`src/rtl/tetris_key_pkg.sv`:
```
// Shared constants for the Tetris key decoder: HID usages, action bit indices,
// the horizontal auto-shift state encoding and a slot-match helper.
package tetris_key_pkg;

  localparam logic [7:0] HID_A        = 8'h04;
  localparam logic [7:0] HID_D        = 8'h07;
  localparam logic [7:0] HID_W        = 8'h1A;
  localparam logic [7:0] HID_S        = 8'h16;
  localparam logic [7:0] HID_SPACE    = 8'h2C;
  localparam logic [7:0] HID_P        = 8'h13;
  localparam logic [7:0] HID_LEFT     = 8'h50;
  localparam logic [7:0] HID_RIGHT    = 8'h4F;
  localparam logic [7:0] HID_UP       = 8'h52;
  localparam logic [7:0] HID_DOWN     = 8'h51;
  localparam logic [7:0] HID_ROLLOVER = 8'h01;

  localparam int ACT_LEFT   = 0;
  localparam int ACT_RIGHT  = 1;
  localparam int ACT_ROTATE = 2;
  localparam int ACT_SOFT   = 3;
  localparam int ACT_HARD   = 4;
  localparam int ACT_PAUSE  = 5;
  localparam int ACT_W      = 6;

  typedef enum logic [1:0] {
    H_IDLE   = 2'd0,
    H_DELAY  = 2'd1,
    H_REPEAT = 2'd2
  } hstate_e;

  function automatic logic key_in_slots(input logic [31:0] kc, input logic [7:0] usage);
    return (kc[31:24] == usage) | (kc[23:16] == usage) |
           (kc[15:8]  == usage) | (kc[7:0]   == usage);
  endfunction

endpackage

```
`src/rtl/tetris_key_decoder_if.sv`:
```
// Bus between GPIO keycode source / vsync and the key decoder.
// master drives keycode and vsync; slave is the decoder producing actions.
interface tetris_key_decoder_if import tetris_key_pkg::*; ();
  logic [31:0]       keycode;
  logic              vsync;
  logic [ACT_W-1:0]  actions;
  logic              actions_strobe;
  logic              frame_tick;

  modport master (output keycode, vsync,
                  input  actions, actions_strobe, frame_tick);
  modport slave  (input  keycode, vsync,
                  output actions, actions_strobe, frame_tick);
endinterface

```
`src/rtl/tetris_key_decoder_key_repeat.sv`:
```
// Horizontal delayed-auto-shift FSM, advanced once per frame tick.
//   state    | meaning
//   H_IDLE   | no single shift key held
//   H_DELAY  | shift emitted, counting DAS_FRAMES before auto-repeat
//   H_REPEAT | auto-repeating, one shift every ARR_FRAMES
module key_repeat import tetris_key_pkg::*; #(
  parameter int DAS_FRAMES = 10,
  parameter int ARR_FRAMES = 3
) (
  input  logic Clk,
  input  logic Reset,
  input  logic i_tick,
  input  logic i_left,
  input  logic i_right,
  output logic o_left,
  output logic o_right
);

  localparam logic [4:0] DAS_CNT  = 5'(DAS_FRAMES);
  localparam logic [4:0] ARR_LAST = 5'(ARR_FRAMES - 1);

  hstate_e    r_state, w_state_nxt;
  logic [4:0] r_cnt, w_cnt_nxt;
  logic       r_dir, w_dir_nxt;
  logic       w_fire;
  logic       w_one_key;

  assign w_one_key = i_left ^ i_right;

  always_ff @(posedge Clk or posedge Reset) begin
    if (Reset) begin
      r_state <= H_IDLE;
      r_cnt   <= '0;
      r_dir   <= 1'b0;
    end else begin
      r_state <= w_state_nxt;
      r_cnt   <= w_cnt_nxt;
      r_dir   <= w_dir_nxt;
    end
  end

  // r_dir: 1 = right. A direction flip restarts DAS as a fresh press.
  always_comb begin
    w_state_nxt = r_state;
    w_cnt_nxt   = r_cnt;
    w_dir_nxt   = r_dir;
    w_fire      = 1'b0;
    if (i_tick) begin
      if (!w_one_key) begin
        w_state_nxt = H_IDLE;
        w_cnt_nxt   = '0;
      end else begin
        case (r_state)
          H_IDLE: begin
            w_fire      = 1'b1;
            w_dir_nxt   = i_right;
            w_cnt_nxt   = 5'd1;
            w_state_nxt = H_DELAY;
          end
          H_DELAY: begin
            if (i_right != r_dir) begin
              w_fire      = 1'b1;
              w_dir_nxt   = i_right;
              w_cnt_nxt   = 5'd1;
            end else if (r_cnt == DAS_CNT) begin
              w_fire      = 1'b1;
              w_cnt_nxt   = '0;
              w_state_nxt = H_REPEAT;
            end else begin
              w_cnt_nxt   = r_cnt + 5'd1;
            end
          end
          H_REPEAT: begin
            if (i_right != r_dir) begin
              w_fire      = 1'b1;
              w_dir_nxt   = i_right;
              w_cnt_nxt   = 5'd1;
              w_state_nxt = H_DELAY;
            end else if (r_cnt == ARR_LAST) begin
              w_fire      = 1'b1;
              w_cnt_nxt   = '0;
            end else begin
              w_cnt_nxt   = r_cnt + 5'd1;
            end
          end
          default: begin
            w_state_nxt = H_IDLE;
            w_cnt_nxt   = '0;
          end
        endcase
      end
    end
  end

  always_comb begin
    o_left  = w_fire & ~w_dir_nxt;
    o_right = w_fire &  w_dir_nxt;
  end

endmodule

```
`src/rtl/tetris_key_decoder.sv`:
```
// Turns polled HID keycodes into per-frame Tetris actions, aligned to vsync.
// Optional build macro KEYMAP_ARROWS_EN adds arrow-key aliases.
module tetris_key_decoder import tetris_key_pkg::*; #(
  parameter int DAS_FRAMES = 10,
  parameter int ARR_FRAMES = 3
) (
  input  logic                 Clk,
  input  logic                 Reset,
  tetris_key_decoder_if.slave  bus
);

  logic             r_vs_s1, r_vs_s2, r_vs_s3;
  logic             r_frame_tick;
  logic [ACT_W-1:0] r_prev_held;
  logic             r_first;
  logic [ACT_W-1:0] r_actions;
  logic             r_strobe;

  logic [ACT_W-1:0] w_held_raw, w_held, w_actions_nxt;
  logic             w_rollover;
  logic             w_shift_l, w_shift_r;
  logic             w_vs_fall;

  assign w_vs_fall = r_vs_s3 & ~r_vs_s2;

  always_comb begin
    w_held_raw             = '0;
    w_held_raw[ACT_LEFT]   = key_in_slots(bus.keycode, HID_A);
    w_held_raw[ACT_RIGHT]  = key_in_slots(bus.keycode, HID_D);
    w_held_raw[ACT_ROTATE] = key_in_slots(bus.keycode, HID_W);
    w_held_raw[ACT_SOFT]   = key_in_slots(bus.keycode, HID_S);
    w_held_raw[ACT_HARD]   = key_in_slots(bus.keycode, HID_SPACE);
    w_held_raw[ACT_PAUSE]  = key_in_slots(bus.keycode, HID_P);
`ifdef KEYMAP_ARROWS_EN
    w_held_raw[ACT_LEFT]   = w_held_raw[ACT_LEFT]   | key_in_slots(bus.keycode, HID_LEFT);
    w_held_raw[ACT_RIGHT]  = w_held_raw[ACT_RIGHT]  | key_in_slots(bus.keycode, HID_RIGHT);
    w_held_raw[ACT_ROTATE] = w_held_raw[ACT_ROTATE] | key_in_slots(bus.keycode, HID_UP);
    w_held_raw[ACT_SOFT]   = w_held_raw[ACT_SOFT]   | key_in_slots(bus.keycode, HID_DOWN);
`endif
  end

  // A rollover report carries no key state, so the last good frame stands in for it.
  assign w_rollover = (bus.keycode == {4{HID_ROLLOVER}});
  assign w_held     = w_rollover ? r_prev_held : w_held_raw;

  key_repeat #(
    .DAS_FRAMES (DAS_FRAMES),
    .ARR_FRAMES (ARR_FRAMES)
  ) u_key_repeat (
    .Clk     (Clk),
    .Reset   (Reset),
    .i_tick  (r_frame_tick),
    .i_left  (w_held[ACT_LEFT]),
    .i_right (w_held[ACT_RIGHT]),
    .o_left  (w_shift_l),
    .o_right (w_shift_r)
  );

  always_comb begin
    w_actions_nxt             = '0;
    w_actions_nxt[ACT_LEFT]   = w_shift_l;
    w_actions_nxt[ACT_RIGHT]  = w_shift_r;
    w_actions_nxt[ACT_ROTATE] = w_held[ACT_ROTATE] & ~r_prev_held[ACT_ROTATE] & ~r_first;
    w_actions_nxt[ACT_SOFT]   = w_held[ACT_SOFT];
    w_actions_nxt[ACT_HARD]   = w_held[ACT_HARD]   & ~r_prev_held[ACT_HARD]   & ~r_first;
    w_actions_nxt[ACT_PAUSE]  = w_held[ACT_PAUSE]  & ~r_prev_held[ACT_PAUSE]  & ~r_first;
  end

  // r_first masks press edges on the first tick after reset, when r_prev_held is stale.
  always_ff @(posedge Clk or posedge Reset) begin
    if (Reset) begin
      r_vs_s1      <= 1'b1;
      r_vs_s2      <= 1'b1;
      r_vs_s3      <= 1'b1;
      r_frame_tick <= 1'b0;
      r_prev_held  <= '0;
      r_first      <= 1'b1;
      r_actions    <= '0;
      r_strobe     <= 1'b0;
    end else begin
      r_vs_s1      <= bus.vsync;
      r_vs_s2      <= r_vs_s1;
      r_vs_s3      <= r_vs_s2;
      r_frame_tick <= w_vs_fall;
      r_strobe     <= r_frame_tick;
      if (r_frame_tick) begin
        r_actions   <= w_actions_nxt;
        r_prev_held <= w_held;
        r_first     <= 1'b0;
      end
    end
  end

  assign bus.actions        = r_actions;
  assign bus.actions_strobe = r_strobe;
  assign bus.frame_tick     = r_frame_tick;

endmodule

```
`src/flat_wrapper.sv`:
```
// flat-port wrapper written by rule: the top's interface ports become plain ports
module tetris_key_decoder_flat import tetris_key_pkg::*;
#(
  parameter int DAS_FRAMES = 10,
  parameter int ARR_FRAMES = 3
)
  (Clk, Reset, bus_keycode, bus_vsync, bus_actions, bus_actions_strobe, bus_frame_tick);
  tetris_key_decoder_if bus_i ();
  input  logic Clk;
  input  logic Reset;
  input wire logic [$bits(bus_i.keycode)-1:0] bus_keycode;
  input wire logic [$bits(bus_i.vsync)-1:0] bus_vsync;
  output wire logic [$bits(bus_i.actions)-1:0] bus_actions;
  output wire logic [$bits(bus_i.actions_strobe)-1:0] bus_actions_strobe;
  output wire logic [$bits(bus_i.frame_tick)-1:0] bus_frame_tick;
  assign bus_i.keycode = bus_keycode;
  assign bus_i.vsync = bus_vsync;
  assign bus_actions = bus_i.actions;
  assign bus_actions_strobe = bus_i.actions_strobe;
  assign bus_frame_tick = bus_i.frame_tick;
  tetris_key_decoder #(.DAS_FRAMES(DAS_FRAMES), .ARR_FRAMES(ARR_FRAMES)) u_core (.Clk(Clk), .Reset(Reset), .bus(bus_i));
endmodule
```
`config.mk`:
```
export PLATFORM = sky130hd
export DESIGN_NAME = tetris_key_decoder_flat
export DESIGN_NICKNAME = d
export VERILOG_FILES = /design/src/rtl/tetris_key_pkg.sv /design/src/rtl/tetris_key_decoder_if.sv /design/src/rtl/tetris_key_decoder_key_repeat.sv /design/src/rtl/tetris_key_decoder.sv /design/src/flat_wrapper.sv
export SDC_FILE = /design/constraint.sdc
export NUM_CORES = 1
export LEC_CHECK = 0
export ABC_AREA = 1
export CAP_MARGIN = 5
export CORE_AREA = 2 2 77 79
export CTS_CLUSTER_DIAMETER = 150
export DETAILED_ROUTE_END_ITERATION = 8
export DIE_AREA = 0 0 79 81
export PLACE_DENSITY_LB_ADDON = 0.2
export SYNTH_ARGS = -nofsm -noshare
export SYNTH_HDL_FRONTEND = slang
export SYNTH_HIERARCHICAL = 1
export SYNTH_SLANG_ARGS = --single-unit
```
`constraint.sdc`:
```
create_clock -name Clk -period 3.2 [get_ports Clk]
set_input_delay 0.48 -clock Clk [delete_from_list [all_inputs] [get_ports Clk]]
set_output_delay 0.48 -clock Clk [all_outputs]
set_load 0.05 [all_outputs]
```
==> results of run 1 <==
[power by group through the flow]
stage	Sequential, W	Clock [W]	Combinational (W)
2_1_floorplan	0.000346	0	0.0000780
3_3_place_gp	0.000339	0	0.000157
3_5_place_dp	0.000339	0	0.000159
4_1_cts	0.000333	0.000207	0.000160
5_1_grt	0.000334	0.000217	0.000179
6_report	0.000332	0.000198	0.000158
[how the worst max path moves through the flow]
stage | endpoint | slack, ns
global placement | u_core/bus.actions[0] | 0.46
finish | u_core/bus.actions[0] | 0.69
CTS | u_core/bus.actions[0] | 0.70
floorplan | u_core/bus.actions[0] | 1.17
global route | u_core/bus.actions[0] | 0.40
detailed placement | u_core/bus.actions[0] | 0.42
[Yosys cell counts (all sizes together)]
library cell | instances | area (um2)
xnor2 | 1 | 8.76
nor3 | 10 | 50.1
and2 | 1 | 6.26
dfrtp | 21 | 526
nor2 | 60 | 273
a21oi | 4 | 20.0
xor2 | 1 | 8.76
o21ai | 6 | 33.8
nand3b | 2 | 15.0
clkinv | 3 | 11.3
dfstp | 4 | 105
nand2 | 115 | 452
o22ai | 1 | 6.26
ha | 8 | 100
nand3 | 18 | 95.1
or2 | 3 | 18.8
a21boi | 1 | 7.51
a21o | 1 | 7.51
nand4 | 10 | 77.6
inv | 48 | 180
buf | 3 | 23.8
[stage by stage]
stage          instance area (um2)  total power, W  cells  utilization (%)  hold WS (ns)
6_report                      2570        0.000689    440             45.3         0.363
3_5_place_dp                  2520        0.000497    436             44.5         0.348
5_1_grt                       2570        0.000731    440             45.3         0.372
4_1_cts                       2570        0.000700    440             45.3         0.366
2_1_floorplan                 2030        0.000424    321                -         0.296
3_3_place_gp                  2520        0.000496    436             44.5         0.349
[critical path, stage by stage]
cell and delay [ns]:
clkdlybuf4s50_1 0.54, inv_2 0.05, nand2_1 0.12, nor2_1 0.06, nand2_1 0.10, nor2_4 0.06, and2_1 0.16, nand2_1 0.05
nand3_1 0.13, ha_1 0.24, o21ai_0 0.14, o21ai_0 0.10, o21ai_1 0.21, inv_2 0.06, nor2_1 0.09, nand2_1 0.06
nand2_1 0.07
[layout make-up]
type	instances	area, um2	share of cell area (%)
clock inverter	1	8.76	0.340
timing repair buffer	43	428	16.6
tap	75	93.8	3.65
sequential	25	631	24.5
inverter	51	191	7.44
multi-input combinational	242	1180	45.8
clock buffer	3	41.3	1.60
[cell families after synthesis]
| family | Yosys count | share of synthesized area (%) |
|---|---|---|
| compound gates | 13 | 3.71 |
| flops | 25 | 31.1 |
| xor+xnor | 2 | 0.865 |
| simple gates | 219 | 48.7 |
| buf+inv | 54 | 10.6 |
| fa+ha+maj | 8 | 4.94 |
[sequential cells by signal (all words and copies together) (netlist names), 2 cells and up]
signal,flops
u_core/bus.actions,6
u_core/u_key_repeat/r_cnt,5
u_core/u_key_repeat/r_state,2
u_core/r_prev_held,5
[per-layer routing]
layer	global-route usage (%)	wire, um	vias to the layer above
li1	-	-	1072
met1	18.6	2150	849
met2	28.5	2150	43
met3	2.11	280	9
met4	6.38	108	0
met5	0	0	-
==> results.md, run 1 <==
- WL/cell: 10.7 um
- DRC Markers: 0
- Post-CTS setup buffers: 0
- Combinational share of power: 23.0%
- Worst Hold End: u_core/r_vs_s2
- Setup WS pre-CTS: 0.418 ns
- R2R setup slack: 1.59 ns
- Initial Util: 35.7%
- Number of synthesized register bits: 25
- Share of layout cells above drive strength 1: 12.6%
- Worst Hold Class: reg2reg
- Crit-path max FO: 4
- Most frequent cells in the layout: nand2_1, nor2_1, clkdlybuf4s50_1, inv_1, dfrtp_1
- DR iter-0 viols: 47
- Sequential power share: 48.3%
- Reg2reg path depth: 10
- Filler cells: 617
- H-tree levels: 1
- Die Span Y: 81 um
- RR Endpoint: u_core/bus.actions[0]
- Switch Pwr: 0.000203 W
- Worst setup margin: 0.688 ns
- Gpl congestion: 0.821
- Cell variety after synth: 32
- Mean Syn Cell Area: roughly 6.3 um2
- Fin crit share: 78.5%
- CTS tree: done
- Sequential fraction of the synthesis area: 31.1%
- Critical Path AT: 2.73 ns
- Setup violators final: 0
- Maximum vdd drop: 222 uV
- Yosys warnings: 6
- Unrepaired setup endpoints after global routing: false
- Clock transition at path regs: 0.09 ns
- F_max: 0.398 GHz
- P_int: 0.000485 W
- Deepest clock path buffer count: 2
- Detail Placement HPWL: 3830 um
- I/O pin cnt: 43
- Std cell rows: 28
- Clk_skew: 0.00216 ns
- Initial antenna violation count: 0
- CP required: 3.42 ns
- Reg2Reg Launch Point: u_core/r_prev_held[1]
- Cells after Synth: 321
- # clock sinks: 25
- Port buffer count: 42
- Syn_nets: 364
- DR vias: 1973
- Setup TNS Final: 0 ns
- CP startpoint: bus_keycode[27]
- Worst-margin pin slew: 0.625 ns
- Startpoint types: input port
- Min-delay src: u_core/r_vs_s1
- Pwr/cell area: 268 nW/um2
- Status: completed
- CTS resizes: 0
- Worst slew margin: 58.3%
- Maximum number of pins on one net before global-route repair: 24
- Sw frac: between 20% and 30%
- Leak pwr: 1.25 nW
- Final #Nets: 409
- CP Class: in2reg
- # diodes: 0
- Core box area: 5680 um2
- First-pass DRT Iterations: 4
- Clock network fraction of total power: roughly 29%
- Hold Path Stages: 0
- CTS buffer count: 3
- DR vias/cell: between 4 and 5
- Skew-Pair Late Insertion Delay: 0.27 ns
- Final Hold Vio Count: 0
- Layout area overhead: 27.1%
- CP Capture Type: flip-flop
- Final wirelength: 4690 um
- Max-cap violations: 0
- Synthesized cell area: 2030 um2
- Final slew viol count: 0
- Total die area: 6400 um2
- First-pass GRT wire length: 8000 um
- Post-DRT Antenna Nets: 0
- Fin crit period: 2.51 ns
- All-Layer GR Usage: between 10% and 20%
- Die width: 79 um
- Clk root buf: clkbuf_8
- Grt ovf: 0
- Vias in the first global route: 1921
- Number of hold buffers added after CTS: 0
- Commonest non-fill, non-tap cell in the layout: nand2_1
No activity file was read; power rests on OpenSTA's default activity.
==> run 2, diff against run 1 <==
Clock period 3.2 ns to 2.3 ns, I/O delays scaled along.
==> results.md, run 2 (same netlist as run 1, synthesis figures left out) <==
- First-pass GRT wire length: 8430 um (+5.3%)
- Leak pwr: 1.66 nW (+32%)
- Std cell rows: 28 (unchanged)
- Gpl congestion: 0.885 (+7.7%)
- Multi-input gate area: 1270 um2 (+8.0%)
- Slowest CP cell: clkdlybuf4s50_1
- # diodes: 0 (unchanged)
- # clock sinks: 25 (unchanged)
- DRC Markers: 0 (unchanged)
- Clk_skew: 0.00206 ns (-0.000101 ns)
- CTS buffer count: 3 (unchanged)
- Total die area: 6400 um2 (unchanged)
- Detail Placement HPWL: 4080 um (+6.6%)
- Skew-Pair Late Insertion Delay: 0.27 ns (about the same)
- Filler cells: 586 (-5.0%)
- Setup violators final: 0 (unchanged)
- I/O pin cnt: 43 (unchanged)
- Initial Util: 35.7% (unchanged)
- Die width: 79 um (unchanged)
- Most frequent CP cell: nand2_1
- CP Cell Sequence: clkdlybuf4s50_1 -> inv_1 -> nand2_1 -> nor2_1 -> nand2_2 -> nor2_4 -> and2_4 -> nand2_1 -> nand3_2 -> ha_1 -> o21ai_1 -> o21ai_1 -> o21ai_4 -> inv_2 -> nor2_2 -> nand2_1 -> nand2_1
- Max reg flops: 6 (unchanged)
- Placed instance count: 483 (+11%)
- F_max: 0.470 GHz
- CTS tree: done
- Die Span Y: 81 um (unchanged)
- CP required: 2.51 ns (-0.91 ns)
- Final Hold Vio Count: 0 (unchanged)
- Grt ovf: 0 (unchanged)
- Most frequent cells in the layout: nand2_1, buf_4, nor2_1, inv_1, clkdlybuf4s50_1
- Vias in the first global route: 1988 (+3.5%)
- Worst-margin pin slew: 0.614 ns (-0.0115 ns)
- DR vias/cell: 4.41 (-1.7%)
- Worst Hold Class: in2async
- Share of layout cells above drive strength 1: 29.3% (+17 points)
- Deepest clock path buffer count: 2 (unchanged)
- Critical Path AT: 2.34 ns (-0.39 ns)
- Maximum number of pins on one net before global-route repair: 18 (-25%)
- Crit-path max FO: 4 (unchanged)
- Layout area overhead: 52.2%
- Pwr/cell area: 336 nW/um2 (+26%)
- Commonest non-fill, non-tap cell in the layout: nand2_1
- Port buffer count: 42 (unchanged)
- CP Capture Type: flip-flop
- Crit path largest cell delay: 0.48 ns (-0.06 ns)
- All-Layer GR Usage: 16.2% (+0.52 points)
- DR vias: 2165 (+9.7%)
- Fin crit period: 2.13 ns
- Setup TNS Final: 0 ns (unchanged)
- Initial antenna violation count: 0 (unchanged)
- R2R setup slack: 0.80 ns (-0.79 ns)
- Max-cap violations: 0 (unchanged)
- First-pass DRT Iterations: 4 (unchanged)
- DR iter-0 viols: 59 (+26%)
- Final slew viol count: 0 (unchanged)
- WL/cell: 10.3 um (-3.4%)
- Clock transition at path regs: 0.09 ns (about the same)
- Final non-filler cell total: 491 (+12%)
- Register area: 631 um2 (unchanged)
- H-tree levels: 1 (unchanged)
- CP Class: in2reg
- Status: completed
- Startpoint types: input port
- Final wirelength: 5050 um (+7.8%)
- Worst slew margin: 59.0% (+0.77 points)
- Fin crit share: between 90% and 100%
- Maximum vdd drop: 339 uV (+53%)
- Number of hold buffers added after CTS: 0 (unchanged)
- Clk root buf: clkbuf_8
- Final #Nets: 460 (+12%)
- Core box area: 5680 um2 (unchanged)
- Post-DRT Antenna Nets: 0 (unchanged)
[run 2: cell count changes in the layout (fill, tap and decap cells not counted), sizes merged]
cell and delta:
dlymetal6s2s +14, buf +52, clkdlybuf4s50 -15
[run 2: critical path, delay by kind of cell]
family	cells	cell delay (ns)
AOI/OAI and AO/OA	3	0.38
buffers and inverters	3	0.60
adders and majority gates	1	0.22
and+or+nand+nor	10	0.82
[run 2: path summary, 6_finish.rpt]
path	start	cells after the start	to
setup / recovery	bus_keycode[25]	17	u_core/bus.actions[0]
hold / removal	Reset	2	u_core/u_key_repeat/r_cnt[4]
setup reg to reg	u_core/r_prev_held[1]	10	u_core/bus.actions[0]
hold reg to reg	u_core/r_vs_s1	0	u_core/r_vs_s2
max in group asynchronous	Reset	2	u_core/bus.actions[2]
min in group Clk	u_core/r_vs_s1	0	u_core/r_vs_s2
[run 2: what timing repair did]
item                                    4_1_cts  5_1_grt
endpoints found under the hold margin         0        0
buffers inserted                              0        4
gates resized for setup                       2       42
endpoints found under the setup margin        1        9
pin swaps                                     1       14
[run 2: cell type report]
cell class | count | area share [%]
clock buffer | 3 | 1.34
clock inverter | 1 | 0.284
inverter | 51 | 6.21
multi-input combinational | 242 | 41.3
sequential | 25 | 20.5
tap | 75 | 3.04
timing repair buffer | 94 | 27.4
[run 2: metal layers]
| layer | vias to the layer above | global-route usage [%] | share of wire (%) |
|---|---|---|---|
| met3 | 2 | 1.11 | 4.0 |
| met5 | - | 0 | 0 |
| met1 | 956 | 20.9 | 47 |
| met4 | 0 | 4.14 | 0.53 |
| met2 | 36 | 29.3 | 49 |
| li1 | 1171 | - | - |
[run 2: metrics by stage]
stage	power, W	hold WS (ns)	setup slack, ns	util (%)	area, um2
6_report	0.00104	0.342	0.174	54.3	3080
5_1_grt	0.00110	0.366	-0.0154	54.3	3080
4_1_cts	0.00103	0.347	0.00722	51.7	2930
3_5_place_dp	0.000749	0.347	-0.294	50.6	2870
3_3_place_gp	0.000746	0.346	-0.227	50.6	2870
2_1_floorplan	0.000590	0.161	0.409	-	2030
[run 2: report_power, final]
group          internal (W)  switching (W)  total, W
Combinational      0.000147       0.000147  0.000295
Sequential         0.000455      0.0000110  0.000466
Clock              0.000127       0.000149  0.000275
